### config.mk
export PLATFORM = sky130hd
export DESIGN_NAME = sao_clk_div_gen
export DESIGN_NICKNAME = d
export VERILOG_FILES = /design/src/rtl/sao_clk_pkg.sv /design/src/rtl/sao_clk_div_ch.sv /design/src/rtl/sao_clk_div_gen.sv
export SDC_FILE = /design/constraint.sdc
export NUM_CORES = 1
export LEC_CHECK = 0
export ABC_CLOCK_PERIOD_IN_PS = 2100
export CORE_MARGIN = 4
export CORE_UTILIZATION = 45
export DETAILED_ROUTE_END_ITERATION = 10
export PLACE_DENSITY_LB_ADDON = 0.1
export SLEW_MARGIN = 20
export SYNTH_ARGS = -nofsm -noshare
export SYNTH_HDL_FRONTEND = slang
export SYNTH_SLANG_ARGS = --single-unit
export TNS_END_PERCENT = 1
### constraint.sdc
create_clock -name clk -period 2.1 [get_ports clk]
set_input_delay 0.63 -clock clk [delete_from_list [all_inputs] [get_ports clk]]
set_output_delay 0.63 -clock clk [all_outputs]
set_load 0.01 [all_outputs]
### src/rtl/sao_clk_pkg.sv
// Shared types and helpers for the multi-channel clock divider.
package sao_clk_pkg;

    localparam int unsigned CNT_W_DEF = 4;

    typedef logic [CNT_W_DEF-1:0] half_t;

    // Half-period saturation: a requested value of 0 behaves as 1.
    function automatic int unsigned half_max1(input int unsigned h);
        return (h == 32'd0) ? 32'd1 : h;
    endfunction

endpackage

### src/rtl/sao_clk_div_ch.sv
// One divider channel: counter, shadow half-period, registered waveform and edge strobes.
module sao_clk_div_ch
    import sao_clk_pkg::*;
#(
    parameter int unsigned CNT_W = CNT_W_DEF
) (
    input  logic             clk,
    input  logic             rst,
    input  logic             clr,
    input  logic             en,
    input  logic [CNT_W-1:0] half_i,
    output logic             clk_slow,
    output logic             rise_stb,
    output logic             fall_stb,
    output logic [CNT_W-1:0] hcur_o
);

    logic [CNT_W-1:0] cnt_q, cnt_d;
    logic [CNT_W-1:0] hs_q, hs_d;
    logic [CNT_W-1:0] half_sat;
    logic             clk_slow_q, clk_slow_d;
    logic             rise_q, rise_d;
    logic             fall_q, fall_d;
    logic             term;

    // Next state; clr (realign) wins over a coincident toggle and over en.
    always_comb begin
        half_sat   = CNT_W'(half_max1(32'(half_i)));
        term       = (cnt_q == (hs_q - CNT_W'(1)));
        cnt_d      = cnt_q;
        hs_d       = hs_q;
        clk_slow_d = clk_slow_q;
        rise_d     = 1'b0;
        fall_d     = 1'b0;
        if (clr) begin
            cnt_d      = '0;
            clk_slow_d = 1'b0;
            hs_d       = half_sat;
        end else if (en) begin
            if (term) begin
                cnt_d      = '0;
                clk_slow_d = ~clk_slow_q;
                hs_d       = half_sat;
                rise_d     = ~clk_slow_q;
                fall_d     = clk_slow_q;
            end else begin
                cnt_d = cnt_q + CNT_W'(1);
            end
        end
    end

    always_ff @(posedge clk) begin
        if (rst) begin
            cnt_q      <= '0;
            hs_q       <= half_sat;
            clk_slow_q <= 1'b0;
            rise_q     <= 1'b0;
            fall_q     <= 1'b0;
        end else begin
            cnt_q      <= cnt_d;
            hs_q       <= hs_d;
            clk_slow_q <= clk_slow_d;
            rise_q     <= rise_d;
            fall_q     <= fall_d;
        end
    end

    assign clk_slow = clk_slow_q;
    assign rise_stb = rise_q;
    assign fall_stb = fall_q;
    assign hcur_o   = hs_q;

endmodule

### src/rtl/sao_clk_div_gen.sv
// NCH independent clock dividers with registered outputs.
// Optional realign input sync_i is present when SAO_CLKGEN_SYNC_EN is defined.
module sao_clk_div_gen
    import sao_clk_pkg::*;
#(
    parameter int unsigned NCH   = 2,
    parameter int unsigned CNT_W = CNT_W_DEF
) (
    input  logic                 clk,
    input  logic                 rst,
    input  logic [NCH-1:0]       en,
    input  logic [NCH*CNT_W-1:0] half_i,
`ifdef SAO_CLKGEN_SYNC_EN
    input  logic                 sync_i,
`endif
    output logic [NCH-1:0]       clk_slow,
    output logic [NCH-1:0]       rise_stb,
    output logic [NCH-1:0]       fall_stb,
    output logic [NCH*CNT_W-1:0] hcur_o
);

    logic clr_c;

`ifdef SAO_CLKGEN_SYNC_EN
    assign clr_c = sync_i;
`else
    assign clr_c = 1'b0;
`endif

    for (genvar g = 0; g < int'(NCH); g++) begin : g_ch
        sao_clk_div_ch #(
            .CNT_W (CNT_W)
        ) u_ch (
            .clk      (clk),
            .rst      (rst),
            .clr      (clr_c),
            .en       (en[g]),
            .half_i   (half_i[g*CNT_W +: CNT_W]),
            .clk_slow (clk_slow[g]),
            .rise_stb (rise_stb[g]),
            .fall_stb (fall_stb[g]),
            .hcur_o   (hcur_o[g*CNT_W +: CNT_W])
        );
    end

endmodule

==> metrics.csv, run 1 <==
metric,value,unit
Pwr per Cell Area,635.4,nW/µm²
Psw,0.2128,mW
detailed placement HPWL,1.345,mm
Adder-Cell Fraction of Synth Area,4.848,%
PortBufs,25,
# resized after CTS,0,
CTS Buffer Depth,2,
n_diodes,0,
CP top delay family,buffers and inverters,
largest net degree at the start of global routing,13,
# hold bufs at CTS,0,
drt drc,0,
critical path class,reg -> out,
Final Hold Vio Count,0,
via total after detailed routing,696,
synth warn,0,
largest family of logic cells by synthesized area,XOR/XNOR gates,
antenna violations before repair,0,
Post-Syn Nets,111,
combinational share of power,17.5,%
RD Place Congestion,0.7082,
# clock sinks,22,
DRT Pass-1 Iters,4,
final setup fails,0,
Tcrit/Tclk final,92.48,%
Mean Syn Cell Area,10.87,µm²
slowest CP cell,clkdlybuf4s50_1,
XOR/XNOR share of the synthesized area,16.24,%
Core Rows,17,
Vert. Die Dim,55.90,µm
clock root buffer,clkbuf_4,
multi-input combinational cell area,425.4,µm²
Initial Util,47.12,%
Worst Setup Start Kind,flip-flop,
"Slew Viols, Final",0,
Non-Filler Instances,145,
crit path cell chain,clkdlybuf4s50_1,
"top cells by area, synth","dfxtp_1 (27%), edfxtp_1 (23%), xor2_1 (6.8%)",
VDD IR-drop max,0.0003980,V
sequential fraction of design power,58.8,%
Synth Cell Area,1032,µm²
worst setup path startpoint,g_ch[1].u_ch.hcur_o[0]$_SDFFCE_PN1P_,
Seq cells post-synth,22,
relative max-transition margin,82.11,%
initial drt markers,4,
FF-to-FF End,g_ch[1].u_ch.hcur_o[3]$_SDFFCE_PN0P_,
DP Cell Count,141,
"Buf+Inv Stages, Crit Path",1,
status,"complete, no violations",
Hold/Removal Path Class,reg -> reg,
register area,520.5,µm²
Skew-Pair Late Insertion Delay,0.31,ns
Period minus WS final,1.942,ns
I/O pin count,26,
max incr delay on CP,0.57,ns
share of cells above drive strength 1,10.26,%
"Core Util, Final",59.97,%
Yosys top cell by area,dfxtp_1,
Synth Area in Compound Gates,2.909,%
Worst setup endpoint,hcur_o[4],
CTS tree,yes,
FF-to-FF setup slack,0.40,ns
vias in the first global route,660,
Simple-Gate Fraction of Synth Area,15.27,%
Yosys cell types,22,
Reg2Reg Depth,6,
CTS buffer count,3,
die width,55.90,µm
first-pass GRT wire length,2.856,mm
register area share after synthesis,50.42,%
CP required,1.47,ns
RSZ-0062 raised after global routing,false,
Fillers,210,
TNS Setup,0,ns
RR Startpoint,g_ch[1].u_ch.hcur_o[0]$_SDFFCE_PN1P_,
total setup buffers inserted after CTS,0,
DRT antenna net count,0,
final net count,134,
power share of the clock group,23.8,%
Avg WL per Cell,11.97,µm
Gate Count Post-Synth,95,
Worst setup EP type,output port,
Pint,0.6219,mW
share of synthesized area spent on multiplexers,1.939,%
"most common cell after layout, fill and taps aside",clkdlybuf4s50_1,
switching part of the total,25.50,%
WP data arrival,1.31,ns
Leakage,0.5244,nW
share of the synthesized area in the top cell type,27.15,%
area of the core,2191,µm²
Clock Skew,0.003066,ns
Die ar.,3124,µm²
max_cap viols,0,
Post-Place Cell Area,1287,µm²
clk slew on worst S/H paths,0.12,ns
gr usage total,11.71,%
H-tree Lvls,1,
worst hold slack,0.4855,ns
Crit Path Max Fanout,4,
drt via density,4.800,
fin area,1314,µm²
DRT Wirelength,1.736,mm
"commonest non-fill, non-tap cells in the layout","clkdlybuf4s50_1 (25), dfxtp_1 (14), xor2_1 (8), nor2_1 (8), edfxtp_1 (8)",
hold path start,g_ch[1].u_ch.clk_slow$_SDFFE_PP0P_,
Crit path depth,1,
FMAX,514.9,MHz
Worst-Margin Slew,0.2664,ns
remaining global-route overflow,0,
synthesis-to-finish area growth,27.27,%
==> final cells by class <==
cell class	count	area share (%)
Multi-Input combinational cell	56	32.38
Inverter	5	1.429
Sequential cell	22	39.62
Clock buffer	3	1.714
Timing Repair Buffer	30	21.90
Clock inverter	1	0.2857
Tap cell	28	2.667
==> metrics by stage <==
step / power (mW) / setup WS [ns]
finish: 0.8347 / 0.1580
floorplan: 0.5794 / 0.2748
global route: 0.8828 / 0.09659
global placement: 0.6423 / 0.2724
detailed placement: 0.6476 / 0.2363
CTS: 0.8484 / 0.1473
==> power groups by stage <==
stage	registers (mW)	clock network (mW)	logic [mW]
after floorplan	0.500	0	0.0797
after global placement	0.499	0	0.143
after detailed placement	0.500	0	0.148
after CTS	0.491	0.209	0.148
after global routing	0.495	0.226	0.162
final	0.491	0.198	0.146
==> cells by family after synthesis <==
kind of cell,count (synthesis)
DFF,22
AOI/OAI and AO/OA,6
xor gates and xnor gates,16
muxes,2
and+or+nand+nor,28
adders and majority gates,4
buffers and inverters,17
==> metal layers <==
layer | wire, µm | vias up | share of wire [%] | track usage [%]
li1 | - | 354 | - | -
met1 | 745 | 320 | 43 | 14.57
met2 | 833 | 20 | 48 | 18.24
met3 | 139 | 2 | 8.0 | 3.480
met4 | 17 | 0 | 0.98 | 6.102
met5 | 0 | - | 0 | 0
==> Yosys cell counts <==
| cell | count |
|---|---|
| mux2i_1 | 2 |
| or3_1 | 2 |
| xnor2_1 | 6 |
| nand2_1 | 2 |
| o21ai_1 | 2 |
| nor3b_1 | 2 |
| or2_1 | 2 |
| a21oi_1 | 2 |
| nand4_2 | 2 |
| clkbuf_1 | 6 |
| ha_1 | 4 |
| xnor3_1 | 2 |
| dfxtp_1 | 14 |
| nand4_1 | 2 |
| buf_4 | 6 |
| o21ai_0 | 2 |
| nor3_1 | 6 |
| inv_1 | 5 |
| or2_2 | 2 |
| nor2_1 | 8 |
| xor2_1 | 8 |
| edfxtp_1 | 8 |
==> registers in the layout, summed over array words and instances, names as in the netlist <==
register            flops
g_ch.u_ch.rise_stb      2
g_ch.u_ch.fall_stb      2
g_ch.u_ch.cnt_q         8
g_ch.u_ch.clk_slow      2
g_ch.u_ch.hcur_o        8
==> worst min-delay path by stage <==
| stage | slack [ns] | to | cells after the start |
|---|---|---|---|
| finish | 0.49 | g_ch[1].u_ch.rise_stb$_SDFF_PP0_ | 1 |
| global route | 0.53 | g_ch[0].u_ch.rise_stb$_SDFF_PP0_ | 1 |
| CTS | 0.49 | g_ch[1].u_ch.rise_stb$_SDFF_PP0_ | 1 |
| detailed placement | 0.47 | g_ch[1].u_ch.rise_stb$_SDFF_PP0_ | 1 |
| global placement | 0.46 | g_ch[1].u_ch.rise_stb$_SDFF_PP0_ | 1 |
| floorplan | 0.44 | g_ch[0].u_ch.rise_stb$_SDFF_PP0_ | 1 |
No activity file was read; power rests on OpenSTA's default activity.
==> inputs of run 2 (changes only) <==
--- a/config.mk
+++ b/config.mk
@@ -6,12 +6,13 @@
 export NUM_CORES = 1
 export LEC_CHECK = 0
 export ABC_CLOCK_PERIOD_IN_PS = 2100
-export CORE_MARGIN = 4
+export CORE_MARGIN = 8
 export CORE_UTILIZATION = 45
 export DETAILED_ROUTE_END_ITERATION = 10
 export PLACE_DENSITY_LB_ADDON = 0.1
 export SLEW_MARGIN = 20
 export SYNTH_ARGS = -nofsm -noshare
 export SYNTH_HDL_FRONTEND = slang
+export SYNTH_HIERARCHICAL = 1
 export SYNTH_SLANG_ARGS = --single-unit
 export TNS_END_PERCENT = 1
==> run 2 against run 1 <==
Effect of this change: sequential cell count stayed put; non-clock buffer count is 1 higher; fmax is 0.98% lower.
==> metrics.csv, run 2 <==
metric,value,unit,change
final net count,144,,+7.5%
Crit Path Max Fanout,3,,-1
Final Total Pwr,0.8117,mW,-2.8%
Hold EP,g_ch[0].u_ch/clk_slow$_SDFFE_PP0P_,,
Period minus WS final,1.961,ns,+0.01930 ns
hold path start,g_ch[0].u_ch/clk_slow$_SDFFE_PP0P_,,
Adder-Cell Fraction of Synth Area,4.802,%,-0.047 points
WP data arrival,1.33,ns,+0.02 ns
clock root buffer,clkbuf_4,,
detailed placement HPWL,1.509,mm,+12%
FF-to-FF End,g_ch[0].u_ch/fall_stb$_SDFF_PP0_,,
via total after detailed routing,725,,+4.2%
FMAX,509.9,MHz,-0.98%
worst hold slack,0.4993,ns,+0.01375 ns
Post-synth top cells,"dfxtp_1 (14), nor2_1 (12), xnor2_1 (10)",,
register area share after synthesis,49.94,%,-0.48 points
clk slew on worst S/H paths,0.11,ns,about the same
TNS Setup,0,ns,unchanged
RSZ-0062 raised after global routing,false,,
initial drt markers,7,,+3
PortBufs,25,,unchanged
XOR/XNOR share of the synthesized area,15.13,%,-1.1 points
largest net degree at the start of global routing,13,,unchanged
remaining global-route overflow,0,,unchanged
Clock Skew,0.0005832,ns,-0.002482 ns
# resized after CTS,0,,unchanged
Leakage,0.5519,nW,+5.2%
area of the core,2212,µm²,+0.97%
Vert. Die Dim,64.13,µm,+15%
Tcrit/Tclk final,93.40,%,+0.92 points
Initial Util,47.12,%,about the same
VDD IR-drop max,0.0004017,V,+0.91%
first-pass GRT wire length,3.387,mm,+19%
DP Cell Count,151,,+7.1%
Synth Area in Compound Gates,2.401,%,-0.51 points
DRT antenna net count,0,,unchanged
Gate Count Post-Synth,93,,-2.1%
max_cap viols,0,,unchanged
RD Place Congestion,0.7831,,+11%
Post-synth EDFFs,8,,unchanged
I/O pin count,26,,unchanged
n_diodes,0,,unchanged
Reg2Reg Depth,7,,+1
most common cell in the netlist,dfxtp_1,,
Final Hold Vio Count,0,,unchanged
synthesis-to-finish area growth,34.69,%,
Most used DFF post-synth,dfxtp_1,,
Yosys cell types,20,,-9.1%
share of synthesized area spent on multiplexers,3.842,%,+1.9 points
"commonest non-fill, non-tap cells in the layout","clkdlybuf4s50_1 (25), dfxtp_1 (14), nor2_1 (12)",,
share of cells above drive strength 1,14.96,%,+4.7 points
DRT Wirelength,1.819,mm,+4.8%
share of the synthesized area in the top cell type,26.89,%,-0.26 points
CP required,1.47,ns,about the same
Non-Filler Instances,155,,+6.9%
gr usage total,10.35,%,-1.4 points
# hold bufs at CTS,0,,unchanged
"Slew Viols, Final",0,,unchanged
CTS Buffer Depth,2,,unchanged
Skew-Pair Late Insertion Delay,0.30,ns,about the same
Seq cells post-synth,22,,unchanged
Yosys top cell by area,dfxtp_1,,
drt via density,4.677,,-2.6%
largest family of logic cells by synthesized area,simple AND/OR/NAND/NOR gates,,
share of flip-flops with an asynchronous set or reset,0,%,unchanged
total setup buffers inserted after CTS,0,,unchanged
# clock sinks,22,,unchanged
die width,64.13,µm,+15%
status,"complete, no violations",,
Fillers,200,,-4.8%
Mean Syn Cell Area,11.21,µm²,+3.1%
H-tree Lvls,1,,unchanged
Worst setup EP type,output port,,
DRT Pass-1 Iters,4,,unchanged
Pwr per Cell Area,578.2,nW/µm²,-9.0%
final setup fails,0,,unchanged
Die ar.,4112,µm²,+32%
Synth Cell Area,1042,µm²,+0.97%
Simple-Gate Fraction of Synth Area,19.93,%,+4.7 points
CTS tree,yes,,
Core Rows,17,,unchanged
CTS buffer count,3,,unchanged
Hold/Removal Path Class,reg -> reg,,
"most common cell after layout, fill and taps aside",clkdlybuf4s50_1,,
Worst Setup Start Kind,flip-flop,,
critical path class,reg -> out,,
RR Startpoint,g_ch[0].u_ch/hcur_o[1]$_SDFFCE_PN0P_,,
Worst Hold Depth,2,,+1
synth warn,6,,+6
FF-to-FF setup slack,0.20,ns,-0.20 ns
drt drc,0,,unchanged
Avg WL per Cell,11.74,µm,-2.0%
"top cells by area, synth","dfxtp_1 (27%), edfxtp_1 (23%), xnor2_1 (8.4%)",,
antenna violations before repair,0,,unchanged
vias in the first global route,738,,+12%
==> run 2: cell types whose count changed after synthesis, moves of 4 or more <==
cell,change
buf_4,-6
nor2_1,+4
nor3_1,-4
xnor2_1,+4
==> run 2: routing by layer <==
metal	vias to the layer above	GRT usage, %	routed length [µm]
li1	370	-	-
met1	326	10.89	748
met2	24	16.44	855
met3	5	4.878	166
met4	0	6.540	49
met5	-	0	0
==> run 2: kinds of logic after synthesis <==
group / count (synthesis)
and+or+nand+nor: 32
DFF: 22
xor gates and xnor gates: 18
buffers and inverters: 10
adders and majority gates: 4
muxes: 4
AOI/OAI and AO/OA: 2
other: 1
==> run 2: layout make-up <==
class                           count  area (µm²)  area share [%]
Multi-Input combinational cell     66       511.7           36.45
Tap cell                           28       35.03           2.496
Timing Repair Buffer               31       295.3           21.03
Clock buffer                        3       22.52           1.604
Inverter                            4       15.01           1.070
Clock inverter                      1       3.754          0.2674
Sequential cell                    22       520.5           37.08
==> run 2: worst max path at each step <==
stage	startpoint	end	slack, ns	cells past startpoint
floorplan	g_ch[0].u_ch/hcur_o[0]$_SDFFCE_PN1P_	g_ch[0].u_ch/hcur_o[0]$_SDFFCE_PN1P_	0.21	5
global placement	en[0]	g_ch[0].u_ch/hcur_o[0]$_SDFFCE_PN1P_	-0.08	3
detailed placement	en[0]	g_ch[0].u_ch/hcur_o[1]$_SDFFCE_PN0P_	-0.14	3
CTS	g_ch[0].u_ch/hcur_o[1]$_SDFFCE_PN0P_	g_ch[0].u_ch/hcur_o[1]$_SDFFCE_PN0P_	0.1	5
global route	g_ch[0].u_ch/hcur_o[0]$_SDFFCE_PN1P_	hcur_o[0]	0.06	2
finish	g_ch[0].u_ch/hcur_o[0]$_SDFFCE_PN1P_	hcur_o[0]	0.14	2
==> run 2: power by group <==
group	total (mW)	internal [mW]	leakage [nW]	switching (mW)
clock	0.191	0.0694	0.0154	0.122
combinational	0.146	0.0821	0.342	0.0638
sequential	0.474	0.459	0.194	0.0152
total	0.812	0.611	0.552	0.201
==> run 2: metrics by stage <==
stage	setup WS, ns	instance area, µm²	utilization, %
floorplan	0.2069	1061	-
global placement	-0.08368	1369	61.88
detailed placement	-0.1364	1369	61.88
CTS	0.09515	1395	63.07
global route	0.05501	1404	63.46
finish	0.1387	1404	63.46
==> run 2: critical path: stages (launching register included) <==
cell and delay [ns]:
edfxtp_1 0.40, buf_4 0.16, clkdlybuf4s50_1 0.47
==> inputs of run 3 (changes only) <==
--- a/config.mk
+++ b/config.mk
@@ -10,6 +10,7 @@
 export CORE_UTILIZATION = 45
 export DETAILED_ROUTE_END_ITERATION = 10
 export PLACE_DENSITY_LB_ADDON = 0.1
+export SKIP_CTS_REPAIR_TIMING = 1
 export SLEW_MARGIN = 20
 export SYNTH_ARGS = -nofsm -noshare
 export SYNTH_HDL_FRONTEND = slang
==> results of run 3 <==
Final layout, timing and power as in run 2 (identical DEF).
